<file path="config.mk">
export PLATFORM = sky130hd
export DESIGN_NAME = ram_bist_flat
export DESIGN_NICKNAME = d
export VERILOG_FILES = /design/src/rtl/ram_bist_if.sv /design/src/rtl/ram_bist.sv /design/src/flat_wrapper.sv
export SDC_FILE = /design/constraint.sdc
export NUM_CORES = 1
export LEC_CHECK = 0
export CORE_MARGIN = 4
export CORE_UTILIZATION = 51
export DETAILED_ROUTE_END_ITERATION = 8
export GPL_TIMING_DRIVEN = 1
export PLACE_DENSITY = 0.87
export SYNTH_ARGS = -nofsm -noshare
export SYNTH_HDL_FRONTEND = slang
export SYNTH_SLANG_ARGS = --single-unit
export TNS_END_PERCENT = 1
</file>
<file path="constraint.sdc">
create_clock -name clk -period 2.3 [get_ports clk]
set_input_delay 0.69 -clock clk [delete_from_list [all_inputs] [get_ports clk]]
set_output_delay 0.69 -clock clk [all_outputs]
set_load 0.01 [all_outputs]
</file>
<file path="src/rtl/ram_bist_if.sv">
// ram_bist_if: synchronous RAM bus (4-bit data, 8-bit address) between the
// BIST engine and the RAM.
//   mem_en    - RAM enable
//   mem_rw    - 1 = write, 0 = read
//   mem_addr  - word address
//   mem_wdata - write data
//   mem_rdata - registered read data, valid the cycle after a read
// master: the engine driving the bus; slave: the RAM.
interface ram_bist_if;
  logic       mem_en;
  logic       mem_rw;
  logic [7:0] mem_addr;
  logic [3:0] mem_wdata;
  logic [3:0] mem_rdata;

  modport master (
    output mem_en, mem_rw, mem_addr, mem_wdata,
    input  mem_rdata
  );

  modport slave (
    input  mem_en, mem_rw, mem_addr, mem_wdata,
    output mem_rdata
  );
endinterface

</file>
<file path="src/rtl/ram_bist.sv">
// ram_bist: March-style built-in self test for a 4-bit x 8-bit-address RAM.
// A start pulse in IDLE runs four passes: write PATTERN, read/verify PATTERN,
// write ~PATTERN, read/verify ~PATTERN, then pulses done and reports the result.
//   clk, rst_n      - clock, asynchronous active-low reset
//   start           - run request, honoured only in IDLE
//   busy            - high while the four passes are running
//   done            - one-cycle completion pulse
//   pass            - result of the last completed run
//   err_count       - miscompares in the current/last run, saturating at 255
//   fail_addr/data  - address and read data of the first miscompare
//   fail_phase      - 0 = first miscompare in PATTERN pass, 1 = in ~PATTERN pass
//   mem             - RAM bus (master side), all outputs registered
module ram_bist #(
  parameter int         DEPTH   = 128,
  parameter logic [3:0] PATTERN = 4'hA
) (
  input  logic       clk,
  input  logic       rst_n,
  input  logic       start,
  output logic       busy,
  output logic       done,
  output logic       pass,
  output logic [7:0] err_count,
  output logic [7:0] fail_addr,
  output logic [3:0] fail_data,
  output logic       fail_phase,
  ram_bist_if.master mem
);

  typedef enum logic [2:0] {IDLE, WR0, RD0, DR0, WR1, RD1, DR1, FIN} state_t;

  // Terminal address compared on the 8-bit counter, so DEPTH = 256 ends at 0xFF.
  localparam logic [7:0] LAST_ADDR = 8'(DEPTH - 1);

  function automatic logic [7:0] sat_inc(input logic [7:0] v);
    return (v == 8'hFF) ? v : v + 8'd1;
  endfunction

  state_t     state_q, state_d;
  logic [7:0] addr_q, addr_d;
  logic       en_q, en_d;
  logic       rw_q, rw_d;
  logic [3:0] wdata_q, wdata_d;
  logic       cmp_vld_q, cmp_vld_d;
  logic [7:0] cmp_addr_q, cmp_addr_d;
  logic [3:0] cmp_exp_q, cmp_exp_d;
  logic       cmp_phase_q, cmp_phase_d;
  logic       pass_q, pass_d;
  logic [7:0] err_q, err_d;
  logic [7:0] fail_addr_q, fail_addr_d;
  logic [3:0] fail_data_q, fail_data_d;
  logic       fail_phase_q, fail_phase_d;
  logic       miscmp;

  always_comb begin
    state_d      = state_q;
    addr_d       = addr_q;
    pass_d       = pass_q;
    err_d        = err_q;
    fail_addr_d  = fail_addr_q;
    fail_data_d  = fail_data_q;
    fail_phase_d = fail_phase_q;
    // A read issued this cycle is checked next cycle, when its data arrives.
    cmp_vld_d    = 1'b0;
    cmp_addr_d   = addr_q;
    cmp_exp_d    = (state_q == RD1) ? ~PATTERN : PATTERN;
    cmp_phase_d  = (state_q == RD1);

    case (state_q)
      IDLE: begin
        if (start) begin
          state_d = WR0;
          addr_d  = 8'd0;
        end
      end
      WR0, WR1: begin
        if (addr_q == LAST_ADDR) begin
          state_d = (state_q == WR0) ? RD0 : RD1;
          addr_d  = 8'd0;
        end else begin
          addr_d = addr_q + 8'd1;
        end
      end
      RD0, RD1: begin
        cmp_vld_d = 1'b1;
        if (addr_q == LAST_ADDR) begin
          state_d = (state_q == RD0) ? DR0 : DR1;
          addr_d  = 8'd0;
        end else begin
          addr_d = addr_q + 8'd1;
        end
      end
      DR0: begin
        state_d = WR1;
        addr_d  = 8'd0;
      end
      DR1:     state_d = FIN;
      FIN:     state_d = IDLE;
      default: state_d = IDLE;
    endcase

    // Bus outputs are registered from the next state, so they line up with it.
    en_d    = state_d inside {WR0, RD0, WR1, RD1};
    rw_d    = state_d inside {WR0, WR1};
    wdata_d = (state_d == WR0) ? PATTERN : ((state_d == WR1) ? ~PATTERN : 4'h0);

    miscmp = cmp_vld_q && (mem.mem_rdata != cmp_exp_q);
    if (state_q == IDLE && start) begin
      err_d        = 8'd0;
      fail_addr_d  = 8'd0;
      fail_data_d  = 4'h0;
      fail_phase_d = 1'b0;
      pass_d       = 1'b0;
    end else if (miscmp) begin
      err_d = sat_inc(err_q);
      // err_q never wraps, so zero means this is the run's first miscompare.
      if (err_q == 8'd0) begin
        fail_addr_d  = cmp_addr_q;
        fail_data_d  = mem.mem_rdata;
        fail_phase_d = cmp_phase_q;
      end
    end
    // Final verdict includes the last compare made in DR1.
    if (state_q == DR1) pass_d = (err_d == 8'd0);
  end

  always_ff @(posedge clk or negedge rst_n) begin
    if (!rst_n) begin
      state_q      <= IDLE;
      addr_q       <= 8'd0;
      en_q         <= 1'b0;
      rw_q         <= 1'b0;
      wdata_q      <= 4'h0;
      cmp_vld_q    <= 1'b0;
      cmp_addr_q   <= 8'd0;
      cmp_exp_q    <= 4'h0;
      cmp_phase_q  <= 1'b0;
      pass_q       <= 1'b0;
      err_q        <= 8'd0;
      fail_addr_q  <= 8'd0;
      fail_data_q  <= 4'h0;
      fail_phase_q <= 1'b0;
    end else begin
      state_q      <= state_d;
      addr_q       <= addr_d;
      en_q         <= en_d;
      rw_q         <= rw_d;
      wdata_q      <= wdata_d;
      cmp_vld_q    <= cmp_vld_d;
      cmp_addr_q   <= cmp_addr_d;
      cmp_exp_q    <= cmp_exp_d;
      cmp_phase_q  <= cmp_phase_d;
      pass_q       <= pass_d;
      err_q        <= err_d;
      fail_addr_q  <= fail_addr_d;
      fail_data_q  <= fail_data_d;
      fail_phase_q <= fail_phase_d;
    end
  end

  assign busy          = state_q inside {WR0, RD0, DR0, WR1, RD1, DR1};
  assign done          = (state_q == FIN);
  assign pass          = pass_q;
  assign err_count     = err_q;
  assign fail_addr     = fail_addr_q;
  assign fail_data     = fail_data_q;
  assign fail_phase    = fail_phase_q;
  assign mem.mem_en    = en_q;
  assign mem.mem_rw    = rw_q;
  assign mem.mem_addr  = addr_q;
  assign mem.mem_wdata = wdata_q;

endmodule

</file>
<file path="src/flat_wrapper.sv">
// flat-port wrapper written by rule: the top's interface ports become plain ports
module ram_bist_flat 
#(
  parameter int         DEPTH   = 128,
  parameter logic [3:0] PATTERN = 4'hA
)
  (clk, rst_n, start, busy, done, pass, err_count, fail_addr, fail_data, fail_phase, mem_mem_en, mem_mem_rw, mem_mem_addr, mem_mem_wdata, mem_mem_rdata);
  ram_bist_if mem_i ();
  input  logic clk;
  input  logic rst_n;
  input  logic start;
  output logic busy;
  output logic done;
  output logic pass;
  output logic [7:0] err_count;
  output logic [7:0] fail_addr;
  output logic [3:0] fail_data;
  output logic fail_phase;
  output wire logic [$bits(mem_i.mem_en)-1:0] mem_mem_en;
  output wire logic [$bits(mem_i.mem_rw)-1:0] mem_mem_rw;
  output wire logic [$bits(mem_i.mem_addr)-1:0] mem_mem_addr;
  output wire logic [$bits(mem_i.mem_wdata)-1:0] mem_mem_wdata;
  input wire logic [$bits(mem_i.mem_rdata)-1:0] mem_mem_rdata;
  assign mem_mem_en = mem_i.mem_en;
  assign mem_mem_rw = mem_i.mem_rw;
  assign mem_mem_addr = mem_i.mem_addr;
  assign mem_mem_wdata = mem_i.mem_wdata;
  assign mem_i.mem_rdata = mem_mem_rdata;
  ram_bist #(.DEPTH(DEPTH), .PATTERN(PATTERN)) u_core (.clk(clk), .rst_n(rst_n), .start(start), .busy(busy), .done(done), .pass(pass), .err_count(err_count), .fail_addr(fail_addr), .fail_data(fail_data), .fail_phase(fail_phase), .mem(mem_i));
endmodule
</file>
==> reports/metrics.cfg <==
[sta]
whs_ps = 343
hold_viol = 0
worst_pin_slew_ps = 500
max-slew-margin-rel_pct = 66.6
timing.fmax_ghz = 0.432
post-route-min-period_ps = 2320
slew_violations = 0
setup_ws_ps = -15.1
min_period_over_period_pct = 101
finalSetupViolations = 1
finClkSkew_ps = 4.75

[synthesis]
yosys-top-cells-area = dfrtp_1, mux2i_1, nor2_1
syn_inst = 213
async_flop_share_pct = 100
yosysTopAreaCellShare_pct = 53.0
synth.largest_area_cell = dfrtp_1
ys_ff_latch = 48
synth-edff-count = 0
yosysWarningCount = 0
seq_area_frac_synth_pct = 53.0
syn-num-nets = 223
synth_area_um2 = 2270
synthFlopType = dfrtp_1
synth.avg_cell_area_um2 = 10.6
ys_types = 52

[clocking]
htreeDepth = 2
cts_root_buf = clkbuf_8
cts_tree = done
clkTransAtPathRegs_ps = 90
numCtsBuffers = 5
cts_sinks = 48
insertion_delay_ps = 300
ctsHoldBuffers = 0
cts_buffer_depth = 2

[power_and_ir_drop]
power_density_nw_per_um2 = 924
vdd_drop_max_v = 0.000496
total_power_mw = 2.79
p_leak_nw = 1.45

[routing]
postRouteAntennaNets = 0
routed_via_density = 5.74
drt-total-wl_mm = 5.46
dr.pass1.iters = 4
wire_per_inst_um = 16.8
drc = 0
drtIter0Drc = 208
vias = 1861

[setup_path]
rrSetupSlack_ps = 210
reg2reg_depth = 7
rr_startpoint = u_core.err_count[1]$_DFF_PN0_
critPathTopFamily = compound AO/OA/AOI/OAI gates
crit_slowest_cell = clkdlybuf4s50_1
r2r-end = u_core.pass$_DFFE_PN0P_
required_ps = 2500
crit_fanout = 4
slowest_delay_ps = 520
critPathLaunchType = input pin
worstPathCellList = clkdlybuf4s50_1, and3_4, o22ai_4, a211o_2, a211oi_2, o311ai_2, o41ai_2
cp-end-kind = flop
cp.arrival_ps = 2520
critPathKind = in -> reg
worst-path-buf-inv = 1

[floorplanning]
die_w_um = 74.7
die-height_um = 74.7
die_area_um2 = 5580
ios = 45
start_util_pct = 54.7
fp.coreArea_um2 = 4140
rows = 23

[place]
dp_hpwl_mm = 3.84
pre_cts_ws_ps = -367
io_buffers = 44
placed_cell_area_um2 = 2840
place.gp.congestion = 0.842

[finish]
final_cell_mix = dfrtp_1, clkdlybuf4s50_1, nor2_1
fin_area_um2 = 3020
final_common_cell = dfrtp_1
final_nets = 283
syn2layout_area_growth_pct = 33.3
drive_gt1_share_pct = 19.7
fill_cells = 288
diodes = 0

[global_route]
grtUsageTotal_pct = 20.6
grt_pass1_wl_mm = 8.73
grt_pass1_vias = 1851
overflow = 0
antenna_found_initial = 0
grt_max_degree = 23

[outcome]
outcome = finished, violations left
violations = setup timing

[run]
drv_cap = 0

[hold_path]
hp-class = in -> async

## worst reg2reg max path, stage by stage (launching register included)
cell      delay (ps)
dfrtp_1          470
ha_1             270
or2_2            290
a21oi_1          200
nand4_1          140
a211oi_2         240
o311ai_2         160
o41ai_2          220
## logic make-up after synthesis
family                   count (synthesis)  share of synthesized area, %
buffers and inverters                   16                          3.70
AND/OR/NAND/NOR                         87                          20.6
XOR/XNOR                                 5                          1.93
flip-flops                              48                          53.0
adder cells (fa/ha/maj)                  3                          1.66
multiplexers                            16                          7.12
AO/OA/AOI/OAI                           38                          12.0
## stage by stage
stage / cells / utilization, % / TNS (ps)
finish: 324 / 72.9 / -15.1
global route: 324 / 72.9 / -29.5
CTS: 321 / 71.3 / 0
detailed placement: 313 / 68.6 / -2630
global placement: 313 / 68.6 / -1110
floorplan: 213 / - / 0
## what timing repair did
| action | in CTS | in global routing |
|---|---|---|
| endpoints found under the setup margin | 2 | 2 |
| endpoints found under the hold margin | 0 | 0 |
| gates cloned | 0 | 1 |
| gates resized for setup | 3 | 9 |
| pin swaps | 1 | 1 |
| setup buffers | 0 | 2 |
## sequential cells by signal (all words and copies together), names as in the netlist
register	flops
u_core.cmp_addr_q	8
u_core.err_count	8
u_core.fail_addr	8
u_core.mem.mem_addr	8
u_core.fail_data	4
u_core.state_q	3
u_core.cmp_exp_q	2
u_core.mem.mem_wdata	2
u_core.cmp_vld_q	1
u_core.fail_phase	1
u_core.mem.mem_en	1
u_core.mem.mem_rw	1
u_core.pass	1
## report_power, final
| group | total [mW] | internal [mW] | switching, mW |
|---|---|---|---|
| sequential | 1.27 | 1.07 | 0.199 |
| clock | 0.599 | 0.323 | 0.276 |
| combinational | 0.919 | 0.506 | 0.413 |
| total | 2.79 | 1.90 | 0.889 |
## layer usage
metal	vias up	part of all wire, %	track usage, %
met5	-	0	0
met4	0	3.1	9.29
met3	17	5.1	4.14
met2	70	52	35.4
met1	896	40	25.0
li1	878	-	-
## area by class of cell
class	count	area, um2	area share [%]
repair buffers	64	604	20.0
clock buffers	6	72.6	2.40
inverters	4	15.0	0.497
clock inverters	2	35.0	1.16
well taps	50	62.6	2.07
flip-flops and latches	48	1200	39.8
multi-input cells	150	1030	34.1
## how the worst max path moves through the flow
stage | depth (start not counted) | start | end
finish | 7 | mem_mem_rdata[3] | u_core.pass$_DFFE_PN0P_
CTS | 3 | u_core.state_q[1]$_DFF_PN0_ | busy
detailed placement | 7 | mem_mem_rdata[0] | u_core.pass$_DFFE_PN0P_
global route | 7 | mem_mem_rdata[3] | u_core.pass$_DFFE_PN0P_
global placement | 7 | mem_mem_rdata[0] | u_core.pass$_DFFE_PN0P_
floorplan | 7 | mem_mem_rdata[2] | u_core.pass$_DFFE_PN0P_
## cell usage after synthesis (all sizes together) (3+ instances only)
master,number
a21oi,5
a31oi,3
and2,4
and3,10
buf,6
clkbuf,6
dfrtp,48
ha,3
inv,4
mux2i,15
nand2,15
nand3,4
nor2,27
nor2b,3
nor3,8
o21ai,14
or2,4
xnor2,3
(Power assumes the default switching activity.)
